File: config.mk
export PLATFORM = sky130hd
export DESIGN_NAME = match_timer
export DESIGN_NICKNAME = d
export VERILOG_FILES = /design/src/rtl/timer_pkg.sv /design/src/rtl/tick_prescaler.sv /design/src/rtl/match_timer.sv
export SDC_FILE = /design/constraint.sdc
export NUM_CORES = 1
export LEC_CHECK = 0
export ABC_AREA = 0
export CAP_MARGIN = 15
export CORE_UTILIZATION = 40
export CTS_CLUSTER_SIZE = 16
export DETAILED_ROUTE_END_ITERATION = 10
export PLACE_DENSITY_LB_ADDON = 0.05
export SYNTH_ARGS = -nofsm -noshare
export SYNTH_HDL_FRONTEND = slang
export SYNTH_SLANG_ARGS = --single-unit
File: constraint.sdc
create_clock -name clk -period 8.4 [get_ports clk]
set_input_delay 1.68 -clock clk [delete_from_list [all_inputs] [get_ports clk]]
set_output_delay 1.68 -clock clk [all_outputs]
set_load 0.01 [all_outputs]
File: src/rtl/timer_pkg.sv
// Shared types and BCD helpers for the match timer.
package timer_pkg;

  typedef enum logic [1:0] {IDLE = 2'd0, RUN = 2'd1, PAUSE = 2'd2, DONE = 2'd3} state_t;

  localparam logic [3:0] BCD_MAX      = 4'd9;
  localparam logic [3:0] SEC_TENS_MAX = 4'd5;
  localparam int         REM_W        = 13;

  typedef struct packed {
    logic [3:0] m1;
    logic [3:0] m2;
    logic [3:0] s1;
    logic [3:0] s2;
  } bcd_time_t;

  function automatic logic bcd_ok(logic [7:0] m, logic [7:0] s);
    return (m[7:4] <= BCD_MAX) && (m[3:0] <= BCD_MAX) &&
           (s[7:4] <= SEC_TENS_MAX) && (s[3:0] <= BCD_MAX);
  endfunction

  function automatic logic [REM_W-1:0] to_secs(bcd_time_t t);
    logic [REM_W-1:0] r;
    r = {9'd0, t.m1} * REM_W'(600) + {9'd0, t.m2} * REM_W'(60) +
        {9'd0, t.s1} * REM_W'(10)  + {9'd0, t.s2};
    return r;
  endfunction

  function automatic bcd_time_t bcd_dec(bcd_time_t t);
    bcd_time_t r;
    r = t;
    if (t.s2 != 4'd0) r.s2 = t.s2 - 4'd1;
    else begin
      r.s2 = BCD_MAX;
      if (t.s1 != 4'd0) r.s1 = t.s1 - 4'd1;
      else begin
        r.s1 = SEC_TENS_MAX;
        if (t.m2 != 4'd0) r.m2 = t.m2 - 4'd1;
        else begin
          r.m2 = BCD_MAX;
          r.m1 = (t.m1 == 4'd0) ? BCD_MAX : t.m1 - 4'd1;
        end
      end
    end
    return r;
  endfunction

  function automatic bcd_time_t bcd_inc(bcd_time_t t);
    bcd_time_t r;
    r = t;
    if (t.s2 != BCD_MAX) r.s2 = t.s2 + 4'd1;
    else begin
      r.s2 = 4'd0;
      if (t.s1 != SEC_TENS_MAX) r.s1 = t.s1 + 4'd1;
      else begin
        r.s1 = 4'd0;
        if (t.m2 != BCD_MAX) r.m2 = t.m2 + 4'd1;
        else begin
          r.m2 = 4'd0;
          r.m1 = (t.m1 == BCD_MAX) ? 4'd0 : t.m1 + 4'd1;
        end
      end
    end
    return r;
  endfunction

endpackage

File: src/rtl/tick_prescaler.sv
// Divides clk down to a one-second terminal-count strobe; holds its count while disabled.
module tick_prescaler #(
  parameter int TICK_DIV = 50000000
) (
  input  logic clk,
  input  logic rst,
  input  logic en,
  input  logic clr,
  output logic tick
);

  localparam int            CW   = (TICK_DIV > 2) ? $clog2(TICK_DIV) : 1;
  localparam logic [CW-1:0] LAST = CW'(TICK_DIV - 1);

  logic [CW-1:0] cnt;

  // Combinational so the owner can update its digits on the same edge the count wraps.
  assign tick = en && (cnt == LAST);

  always_ff @(posedge clk or negedge rst) begin
    if (!rst)        cnt <= '0;
    else if (clr)    cnt <= '0;
    else if (en)     cnt <= tick ? '0 : cnt + 1'b1;
  end

endmodule

File: src/rtl/match_timer.sv
// MM:SS match timer: BCD countdown/count-up with pause, preset load and warning flag.
module match_timer
  import timer_pkg::*;
#(
  parameter int TICK_DIV = 50000000,
  parameter int INIT_MIN = 2,
  parameter int INIT_SEC = 0,
  parameter int WARN_SEC = 10
) (
  input  logic       clk,
  input  logic       rst,
  input  logic       start,
  input  logic       pause_tgl,
  input  logic       load,
  input  logic [7:0] load_min,
  input  logic [7:0] load_sec,
  input  logic       mode,
  output logic [3:0] min1,
  output logic [3:0] min2,
  output logic [3:0] sec1,
  output logic [3:0] sec2,
  output logic       running,
  output logic       expired,
  output logic       done_pulse,
  output logic       tick,
  output logic       warn,
  output logic       load_err
);

  localparam bcd_time_t INIT_T = '{m1: 4'(INIT_MIN / 10), m2: 4'(INIT_MIN % 10),
                                   s1: 4'(INIT_SEC / 10), s2: 4'(INIT_SEC % 10)};

  state_t           state, state_nx;
  bcd_time_t        cur, cur_nx, preset, preset_nx, nxt, target;
  logic             mode_q, mode_nx;
  logic             load_valid, load_ok, start_ok, pause_ok;
  logic             pre_en, pre_clr, pre_tick, at_target, hit;
  logic             tick_q, done_q, err_q;
  logic [REM_W-1:0] rem;

  assign load_valid = bcd_ok(load_min, load_sec);
  assign load_ok    = load && load_valid;
  // A rejected load is a no-op apart from load_err, so it does not mask start/pause.
  assign start_ok   = !load_ok && start && (state == IDLE || state == DONE);
  assign pause_ok   = !load_ok && pause_tgl && (state == RUN || state == PAUSE);

  assign pre_en  = (state == RUN) && !load_ok && !pause_ok;
  assign pre_clr = load_ok || start_ok;

  tick_prescaler #(.TICK_DIV(TICK_DIV)) u_pre (
    .clk  (clk),
    .rst  (rst),
    .en   (pre_en),
    .clr  (pre_clr),
    .tick (pre_tick)
  );

  assign target = mode_q ? preset : '0;
  assign nxt    = mode_q ? bcd_inc(cur) : bcd_dec(cur);
  // at_target covers a zero-length run (zero preset): finish without stepping past it.
  assign at_target = (cur == target);
  assign hit       = at_target || (nxt == target);

  always_comb begin
    state_nx  = state;
    cur_nx    = cur;
    preset_nx = preset;
    mode_nx   = mode_q;
    if (load_ok) begin
      preset_nx = {load_min, load_sec};
      state_nx  = IDLE;
      cur_nx    = mode_q ? '0 : {load_min, load_sec};
    end else if (start_ok) begin
      state_nx = RUN;
      mode_nx  = mode;
      cur_nx   = mode ? '0 : preset;
    end else if (pause_ok) begin
      state_nx = (state == RUN) ? PAUSE : RUN;
    end else if (pre_tick) begin
      cur_nx = at_target ? cur : nxt;
      if (hit) state_nx = DONE;
    end
  end

  always_ff @(posedge clk or negedge rst) begin
    if (!rst) begin
      state  <= IDLE;
      cur    <= INIT_T;
      preset <= INIT_T;
      mode_q <= 1'b0;
      tick_q <= 1'b0;
      done_q <= 1'b0;
      err_q  <= 1'b0;
    end else begin
      state  <= state_nx;
      cur    <= cur_nx;
      preset <= preset_nx;
      mode_q <= mode_nx;
      tick_q <= pre_tick;
      done_q <= pre_tick && hit;
      err_q  <= load && !load_valid;
    end
  end

  assign rem = mode_q ? (to_secs(preset) - to_secs(cur)) : to_secs(cur);

  assign {min1, min2, sec1, sec2} = cur;
  assign running    = (state == RUN);
  assign expired    = (state == DONE);
  assign warn       = running && (rem <= REM_W'(WARN_SEC));
  assign tick       = tick_q;
  assign done_pulse = done_q;
  assign load_err   = err_q;

endmodule
==> metrics.md, run 1 <==
| Metric | Value |
|---|---|
| Post-synthesis sequential area ratio | 19.3% |
| Nets@finish | 1,247 |
| DP Wirelength | 19,100 µm |
| Unrepaired setup endpoints after global routing | true |
| Dpl cells | between 1,000 and 1,500 |
| CTS buffer count | 9 |
| Synthesis-to-layout area growth | 24.8% |
| FMAX | 120 MHz |
| Top_reg_cell synth | dfrtp_1 |
| Final period util | 99.4% |
| Routability cong. | 0.896 |
| R2r worst-path depth | 9 |
| CTS H-tree depth | 3 |
| Yosys cell types | 81 |
| Routed Antenna Nets | 0 |
| Clk root buf | clkbuf_16 |
| First-pass detailed-route iteration total | 5 |
| Async S/R FF share, synth | 100% |
| Req. time, crit path | about 6.7 ns |
| Hold path cells | 2 |
| Number of synthesized register bits | 64 |
| FF-to-FF Start | sec1[1] |
| Fin. Hold Viols | 0 |
| Drt total wl | 25,500 µm |
| TritonCTS clock tree | yes |
| Setup violators final | 0 |
| Rows | 52 |
| Xor/xnor share of the synthesized area | under 10% |
| Mapped Cells | 985 |
| CTS hold repair buffers | 0 |
| Layout cells sized above 1 | between 15 and 20% |
| Synth Area per Inst | ~8.4 µm² |
| CP max FO | 3 |
| Commonest cells after routing, fill and taps aside | nand2_1 (92), ha_1 (89), nor2_1 (81) |
| Crit-path slowest cell | fa_1 |
| Gr ovfl total | 0 |
| CP Launch Type | flip-flop |
| Worst Hold Class | flip-flop to flip-flop |
| Critical Path AT | 6.67 ns |
| Worst-Margin Slew | just under 1 ns |
| Largest net degree at the start of global routing | 68 |
| Synthesis Warnings | 0 |
| Clk_lat worst skew | 0.35 ns |
| Non-Filler Instances | between 1,000 and 1,500 |
| CTS sink cnt | 64 |
| Clk slew on worst S/H paths | 0.06 ns |
| Post-Synth Simple-Gate Area | 18.9% |
| Routed wl met3 | 970 µm |
| Max-slew violation count | 0 |
| Crit-path most repeated cell | fa_1 |
| Vias in the first global route | 7,355 |
| Reg-to-Reg End | state[1] |
| Status | finished, final reports clean |
| Wire length on met1 | 11,700 µm |
| Remaining DRCs | 0 |
| Synth Net Count | 1,163 |
| EDFF count, synth | 0 |
| Chip width | ~150 µm |
| Met2 WL | approximately 12,000 µm |
| Synth Area in Compound Gates | 19.8% |
| CP Buf/Inv Count | 4 |
| Critical Path Max Stage Delay | 0.56 ns |
| Slew margin rel. | between 30% and 40% |
| Vias | ~7,600 |
| Initial antenna violation count | 0 |
| First-pass GRT wire length | 40,700 µm |
| Post-Synth Adder-Cell Area | 27.1% |
| Hold EP | u_pre.cnt[17] |
| Most common cell after layout, fill and taps aside | nand2_1 |
| Crit-path cells | fa_1 -> inv_2 -> fa_1 -> inv_2 -> fa_2 -> fa_1 -> ha_4 -> ha_4 -> a21o_1 -> a21oi_4 -> xnor2_4 -> fa_1 -> inv_2 -> fa_1 -> ha_4 -> ha_4 -> o21ai_2 -> o21ai_2 -> a41oi_2 -> nor3_2 -> a211oi_1 -> nand3b_1 -> a21oi_1 -> buf_2 |
| R2R Setup Slk | between 4 and 5 ns |
| Highest metal used | met4 |
| Maximum buffer depth of the clock tree | 2 |
| Full die area | 21,300 µm² |
| Max-cap violations | 0 |
| Core ar. | about 20,000 µm² |
| Hold Crit Start | u_pre.cnt[17] |
| Largest family of logic cells by synthesized area | adder cells |
| Worst Skew | approximately 0.010 ns |
| Vias/cell | around 5.6 |
| Initial DRC count | 466 |
| Ports | 44 |
| PortBufs | 43 |
| All-Layer GR Usage | between 20% and 30% |
| CP endpoint kind | output pin |
| Tmin final | 8.35 ns |
| # diodes | 0 |
| Crit-path leading delay family | adder cells |
| Starting Density | 40.9% |
| Critical path class | flip-flop to output pin |
| Mux share of post-synthesis cell area | 1.43% |
| Die height | 146 µm |
| Routed wire per std cell | around 19 µm |
| Syn Std Cell Area | 8290 µm² |
==> routing by layer <==
metal	GRT usage, %	vias up
li1	-	3695
met1	33.3	3655
met2	40.8	174
met3	3.39	26
met4	7.24	0
met5	0	-
==> stage by stage <==
step / TNS (ns) / worst slack [ns] / hold slack (ns) / utilization (%) / cell area [µm²]
after floorplan: 0 / 0.251 / 0.482 / - / 8290
after global placement: -0.364 / -0.364 / 0.522 / 46.5 / 9440
after detailed placement: -0.426 / -0.426 / 0.530 / 46.5 / 9440
after CTS: 0 / 0.00370 / 0.547 / 49.4 / 10000
after global routing: -0.197 / -0.197 / 0.573 / 51.0 / 10400
final: 0 / 0.0522 / 0.542 / 51.0 / 10400
==> worst max path at each step <==
stage / from / endpoint / slack (ns) / cells after the start
3_5_place_dp: min2[0] / warn / -0.43 / 25
6_report: min2[1] / warn / 0.05 / 24
3_3_place_gp: min2[0] / warn / -0.36 / 25
5_1_grt: min2[1] / warn / -0.20 / 24
4_1_cts: min2[1] / warn / 0.004 / 29
2_1_floorplan: min2[1] / warn / 0.25 / 24
==> flip-flops by register name, indices dropped and copies added, names as in the netlist <==
signal      count
done_pulse      1
load_err        1
min1            4
min2            4
mode_q          1
preset         16
sec1            4
sec2            4
state           2
tick            1
u_pre.cnt      26
==> cell type report <==
class / count / area [µm²]
Fill cell: 1946 / 9950
Clock inverter: 5 / 81.3
Tap cell: 270 / 338
Timing Repair Buffer: 120 / 1010
Sequential cell: 64 / 1610
Multi-Input combinational cell: 797 / 6790
Clock buffer: 11 / 243
Inverter: 77 / 289
==> cell usage after synthesis (all sizes together) (5+ instances only) <==
cell type  number  area share, %
and4            5           0.53
nand4          12           0.91
nor3           21            1.3
a22oi           8           0.72
o21ai          51            3.1
or3             5           0.38
a2111oi         5           0.68
nand2b          9           0.68
nand2          93            4.2
clkbuf         40            1.8
a21o           10           0.91
nor2b          12           0.91
nor4           10           0.91
nor2           87            3.9
xor2           37            3.9
inv            76            3.4
nand3          17            1.0
a221oi         10            1.1
a32oi           7           0.74
buf             7           0.44
ha            117             18
o211ai          5           0.45
o21bai          9           0.81
a31oi           9           0.68
fa             39            9.4
a211oi          7           0.63
nand3b         10           0.91
and2            6           0.45
a21oi          59            3.6
dfrtp          62             19
xnor2          35            3.8
o22ai           9           0.68
and3           11           0.83
==> worst min-delay path: cells and delay by family (launching register included) <==
kind | cells | cell delay (ns)
xor+xnor | 1 | 0.07
flops | 1 | 0.35
simple gates | 1 | 0.08
==> logic make-up (layout without fill, tap and decap cells) <==
family | count (synthesis) | count (layout)
buffers and inverters | 124 | 213
AOI/OAI and AO/OA | 243 | 243
and+or+nand+nor | 317 | 317
DFF | 64 | 64
adders and majority gates | 156 | 156
muxes | 9 | 9
xor gates and xnor gates | 72 | 72
==> repair_timing <==
item	CTS	global route
setup endpoints to repair	1	1
resized for setup	43	44
pin swaps	25	55
buffers inserted	2	3
Power of run 1 is left out: the tool's default activity adds up to more than one toggle a clock period on the data nets, which glitch-free logic cannot reach.
==> run 2: changes to the inputs <==
--- a/config.mk
+++ b/config.mk
@@ -11,6 +11,7 @@
 export CTS_CLUSTER_SIZE = 16
 export DETAILED_ROUTE_END_ITERATION = 10
 export PLACE_DENSITY_LB_ADDON = 0.05
+export SETUP_SLACK_MARGIN = 0.4
 export SYNTH_ARGS = -nofsm -noshare
 export SYNTH_HDL_FRONTEND = slang
 export SYNTH_SLANG_ARGS = --single-unit
==> constraint.sdc (replaced) <==
create_clock -name clk -period 8.71 [get_ports clk]
set_input_delay 1.742 -clock clk [delete_from_list [all_inputs] [get_ports clk]]
set_output_delay 1.742 -clock clk [all_outputs]
set_load 0.01 [all_outputs]
==> metrics.md, run 2 (synthesis results as in run 1) <==
| Metric | Value |
|---|---|
| Drt total wl | 25,400 µm (-0.19%) |
| Full die area | 21,300 µm² (unchanged) |
| CP endpoint kind | output pin |
| Max-cap violations | 0 (unchanged) |
| Tmin final | 8.42 ns |
| Clk slew on worst S/H paths | 0.06 ns (about the same) |
| Vias/cell | 5.67 (+0.86%) |
| Final period util | 96.7% |
| Initial antenna violation count | 0 (unchanged) |
| Core ar. | 20,300 µm² (unchanged) |
| Initial DRC count | 393 (-16%) |
| Gr ovfl total | 0 (unchanged) |
| Chip width | 146 µm (unchanged) |
| Setup violators final | 0 (unchanged) |
| CTS buffer count | 9 (unchanged) |
| Req. time, crit path | 6.97 ns (+0.25 ns) |
| Synthesis-to-layout area growth | 22.3% |
| Area post-placement | 9310 µm² (-1.4%) |
| CP max FO | 3 (unchanged) |
| M2 GR Usage | 41.2% (+0.38 points) |
| Commonest cells after routing, fill and taps aside | ha_1 (95), nand2_1 (93), nor2_1 (83) |
| Maximum buffer depth of the clock tree | 2 (unchanged) |
| Layout cells sized above 1 | 15.0% (-2.4 points) |
| Crit-path cells | fa_1 -> inv_1 -> fa_1 -> inv_2 -> fa_2 -> fa_1 -> ha_4 -> ha_4 -> a21o_1 -> a21oi_4 -> xnor2_2 -> fa_1 -> inv_2 -> fa_1 -> ha_4 -> ha_4 -> o21ai_2 -> o21ai_2 -> a41oi_2 -> o21a_1 -> o211ai_1 -> nand3b_1 -> a21oi_1 -> buf_2 |
| Hold slack | 0.544 ns (+0.00174 ns) |
| Non-Filler Instances | 1,328 (-1.2%) |
| Crit-path slowest cell | fa_1 |
| Worst Skew | 0.00589 ns (-0.00455 ns) |
| Grt met1 use | 32.9% (-0.40 points) |
| DP Wirelength | 19,200 µm (+0.31%) |
| Max-slew violation count | 0 (unchanged) |
| All-Layer GR Usage | 24.8% (+0.17 points) |
| Routed wire per std cell | 19.1 µm (+1.0%) |
| CTS hold repair buffers | 0 (unchanged) |
| Nets@finish | 1,231 (-1.3%) |
| Unrepaired setup endpoints after global routing | true |
| Crit-path leading delay family | adder cells |
| Routed Antenna Nets | 0 (unchanged) |
| Biggest register | u_pre.cnt |
| Clk root buf | clkbuf_16 |
| Starting Density | 40.9% (unchanged) |
| Fillers | 1,972 (+1.3%) |
| Remaining DRCs | 0 (unchanged) |
| Vias | 7,524 (-0.34%) |
| Critical path class | flip-flop to output pin |
| First-pass detailed-route iteration total | 5 (unchanged) |
| Largest net degree at the start of global routing | 68 (unchanged) |
| Rows | 52 (unchanged) |
| Crit-path most repeated cell | fa_1 |
| FMAX | ~120 MHz |
| Fin. Hold Viols | 0 (unchanged) |
| Fin area | 10,100 µm² (-2.0%) |
| Met3 usage | 4.01% (+0.63 points) |
| CTS sink cnt | 64 (unchanged) |
| # diodes | 0 (unchanged) |
| Largest regs | u_pre.cnt: 26 flops, preset: 16 flops |
| Max reg flops | 26 (unchanged) |
| Worst Hold Class | flip-flop to flip-flop |
| Status | finished, final reports clean |
| CP Buf/Inv Count | 4 (unchanged) |
| Dpl cells | 1,308 (-1.3%) |
| Most common cell after layout, fill and taps aside | ha_1 |
| Die height | 146 µm (unchanged) |
| TritonCTS clock tree | yes |
| PortBufs | 43 (unchanged) |
| Critical Path Max Stage Delay | 0.60 ns (+0.04 ns) |
| Vias in the first global route | 7,471 (+1.6%) |
| Worst-Margin Slew | 0.963 ns (-0.00946 ns) |
| GRT busiest layer | met2 |
| Slew margin rel. | 35.3% (+0.64 points) |
| First-pass GRT wire length | 40,800 µm (+0.22%) |
| Ports | 44 (unchanged) |
| Clk_lat worst skew | 0.34 ns (about the same) |
| Critical Path AT | 6.68 ns (about the same) |
| CTS H-tree depth | 3 (unchanged) |
| CP Launch Type | flip-flop |
| Routability cong. | 0.889 (-0.78%) |
==> run 2: changes by cell type in the layout (fill, tap and decap cells not counted), sizes merged <==
cell      previous run  this run
clkinv               3         2
buf                 79        63
bufinv               2         1
clkinvlp             1         3
==> run 2: what timing repair did <==
| item | CTS | global route |
|---|---|---|
| hold endpoints to repair | 0 | 0 |
| setup endpoints to repair | 1 | 1 |
| pin swaps | 57 | 25 |
| buffers inserted | 1 | 2 |
| gates resized for setup | 63 | 10 |
==> run 2: worst reg2reg max path, cell delays in order, from the launching register on <==
cell	delay (ns)
dfrtp_1	0.44
buf_4	0.22
nor4_2	0.86
nand4_1	0.19
o311a_1	0.23
a2111oi_0	0.61
o2111ai_1	0.27
a2111oi_2	0.32
a211oi_1	0.22
a2111oi_2	0.38
==> run 2: final timing paths <==
kind                                    start       endpoint  slack, ns  cells past startpoint
min in group asynchronous                 rst        sec2[3]       1.58                      2
worst min-delay path            u_pre.cnt[15]  u_pre.cnt[15]       0.54                      2
worst min register to register  u_pre.cnt[15]  u_pre.cnt[15]       0.54                      2
worst max register to register        sec1[1]       state[1]       4.88                      9
worst max-delay path                  min2[1]           warn       0.29                     24
max in group asynchronous                 rst         mode_q       6.50                      2
==> run 2: layer usage <==
layer / vias up / routed length, µm
met5: - / 0
met3: 35 / 1320
li1: 3655 / -
met2: 211 / 12100
met4: 0 / 607
met1: 3623 / 11300
==> run 2: area by class of cell <==
cell class	count	area (µm²)	share of cell area [%]
clock inverters	5	57.6	0.567
multi-input cells	797	6710	66.1
flip-flops and latches	64	1610	15.8
clock buffers	11	243	2.39
inverters	77	289	2.85
well taps	270	338	3.33
repair buffers	104	906	8.93
==> run 2: through the flow <==
step	utilization (%)	TNS [ns]	setup slack, ns
3_3_place_gp	45.9	-0.110	-0.110
2_1_floorplan	-	0	0.499
6_report	50.0	0	0.291
3_5_place_dp	45.9	-0.193	-0.193
4_1_cts	49.5	0	0.334
5_1_grt	50.0	0	0.0432
Power of run 2 is left out for the same reason.
==> run 3: changes to the inputs <==
--- a/config.mk
+++ b/config.mk
@@ -8,10 +8,11 @@
 export ABC_AREA = 0
 export CAP_MARGIN = 15
 export CORE_UTILIZATION = 40
+export CTS_CLUSTER_DIAMETER = 150
 export CTS_CLUSTER_SIZE = 16
 export DETAILED_ROUTE_END_ITERATION = 10
 export PLACE_DENSITY_LB_ADDON = 0.05
-export SETUP_SLACK_MARGIN = 0.4
+export SLEW_MARGIN = 5
 export SYNTH_ARGS = -nofsm -noshare
 export SYNTH_HDL_FRONTEND = slang
 export SYNTH_SLANG_ARGS = --single-unit
==> metrics.md, run 3 (synthesis results as in run 1) <==
| Metric | Value |
|---|---|
| Crit-path slowest cell | fa_1 |
| R2r worst-path depth | 9 (unchanged) |
| CTS H-tree depth | 3 (unchanged) |
| Clk_lat worst skew | 0.34 ns (about the same) |
| Synthesis-to-layout area growth | 20.3% |
| Max reg flops | 26 (unchanged) |
| Initial DRC count | 458 (+17%) |
| CTS hold repair buffers | 0 (unchanged) |
| Gr ovfl total | 0 (unchanged) |
| Critical Path AT | 6.72 ns (+0.04 ns) |
| Clk root buf | clkbuf_16 |
| Area occupied by multi-input gates | 6580 µm² (-1.8%) |
| Crit path depth | 28 (+17%) |
| Core ar. | 20,300 µm² (unchanged) |
| Chip width | 146 µm (unchanged) |
| Critical Path Max Stage Delay | 0.59 ns (about the same) |
| Critical path class | flip-flop to output pin |
| Drt total wl | 25,300 µm (-0.30%) |
| # diodes | 0 (unchanged) |
| Vias/cell | 5.65 (-0.29%) |
| Max-slew violation count | 0 (unchanged) |
| Die height | 146 µm (unchanged) |
| Fillers | 1,991 (+0.96%) |
| Routed wire per std cell | 19.1 µm (about the same) |
| Starting Density | 40.9% (unchanged) |
| Maximum buffer depth of the clock tree | 2 (unchanged) |
| TritonCTS clock tree | yes |
| Largest net degree at the start of global routing | 68 (unchanged) |
| Dpl cells | 1,308 (unchanged) |
| Clk slew on worst S/H paths | 0.06 ns (about the same) |
| Worst Hold Class | flip-flop to flip-flop |
| Biggest register | u_pre.cnt |
| Vias | 7,485 (-0.52%) |
| Full die area | 21,300 µm² (unchanged) |
| Hold path cells | 2 (unchanged) |
| Setup violators final | 0 (unchanged) |
| Routability cong. | 0.889 (unchanged) |
| First-pass GRT wire length | 40,400 µm (-1.1%) |
| Slew margin rel. | 34.3% (-1.0 points) |
| Routed Antenna Nets | 0 (unchanged) |
| Remaining DRCs | 0 (unchanged) |
| CTS buffer count | 9 (unchanged) |
| Layout cells sized above 1 | 13.6% (-1.4 points) |
| Rows | 52 (unchanged) |
| Non-Filler Instances | 1,325 (-0.23%) |
| Nets@finish | 1,228 (-0.24%) |
| Most common cell after layout, fill and taps aside | ha_1 |
| FMAX | 118 MHz (-0.55%) |
| Ports | 44 (unchanged) |
| Final period util | 97.2% (+0.54 points) |
| Max-cap violations | 0 (unchanged) |
| Final Util | 49.2% (-0.82 points) |
| Worst-Margin Slew | 0.978 ns (+0.0151 ns) |
| First-pass detailed-route iteration total | 7 (+2) |
| Worst Skew | 0.00590 ns (+0.00000661 ns) |
| CP Launch Type | flip-flop |
| Status | finished, final reports clean |
| Fin. Hold Viols | 0 (unchanged) |
| All-Layer GR Usage | 24.5% (-0.25 points) |
| Initial antenna violation count | 0 (unchanged) |
| CP max FO | 4 (+1) |
| Crit-path leading delay family | adder cells |
| Commonest cells after routing, fill and taps aside | ha_1 (101), nand2_1 (93), nor2_1 (83) |
| DP Wirelength | 19,200 µm (unchanged) |
| Vias in the first global route | 7,319 (-2.0%) |
| Largest regs | u_pre.cnt: 26 flops, preset: 16 flops |
| CP Buf/Inv Count | 4 (unchanged) |
| Seq. cell area | 1610 µm² (unchanged) |
| CP endpoint kind | output pin |
| PortBufs | 43 (unchanged) |
| CTS sink cnt | 64 (unchanged) |
| Req. time, crit path | 6.97 ns (about the same) |
| Tmin final | 8.47 ns (+0.0468 ns) |
## run 3: cell types whose count changed in the layout (fill, tap and decap cells not counted), moves of 2 or more
cell and delta:
buf_6 -2, nor3_4 -2, ha_4 -5, ha_1 +6
## run 3: what timing repair did
item,in CTS,in global routing
setup buffers,0,0
pin swaps,10,29
resized for setup,21,35
setup endpoints to repair,1,1
## run 3: layout make-up
type	instances	area share (%)
clock inverters	5	0.577
well taps	270	3.39
inverters	77	2.90
multi-input cells	797	66.0
flip-flops and latches	64	16.1
clock buffers	11	2.43
repair buffers	101	8.65
## run 3: routing by layer
metal	wire [µm]	global-route usage, %	share of wire, %
met1	11000	33.0	44
met2	12300	40.7	49
met3	1520	3.89	6.0
met4	469	6.82	1.9
met5	0	0	0
## run 3: path summary, 6_finish.rpt
path                               start            end  slack (ns)
max                              min2[1]           warn        0.24
min                        u_pre.cnt[15]  u_pre.cnt[15]        0.54
max reg2reg                      sec1[1]       state[1]        4.88
min reg2reg                u_pre.cnt[15]  u_pre.cnt[15]        0.54
max in group asynchronous            rst         mode_q        6.50
min in group asynchronous            rst        sec2[3]        1.58
## run 3: worst min-delay path: stages, from the launching register on
cell,delay (ns)
dfrtp_1,0.36
xnor2_1,0.08
nor2_1,0.07
## run 3: through the flow
step | area [µm²] | hold WS (ns) | setup WS [ns] | TNS, ns
floorplan | 8290 | 0.482 | 0.499 | 0
global placement | 9310 | 0.516 | -0.110 | -0.110
detailed placement | 9310 | 0.533 | -0.193 | -0.193
CTS | 9730 | 0.545 | 0.00128 | 0
global route | 9980 | 0.564 | -0.0265 | -0.0265
finish | 9980 | 0.544 | 0.245 | 0
Power of run 3 is left out for the same reason.
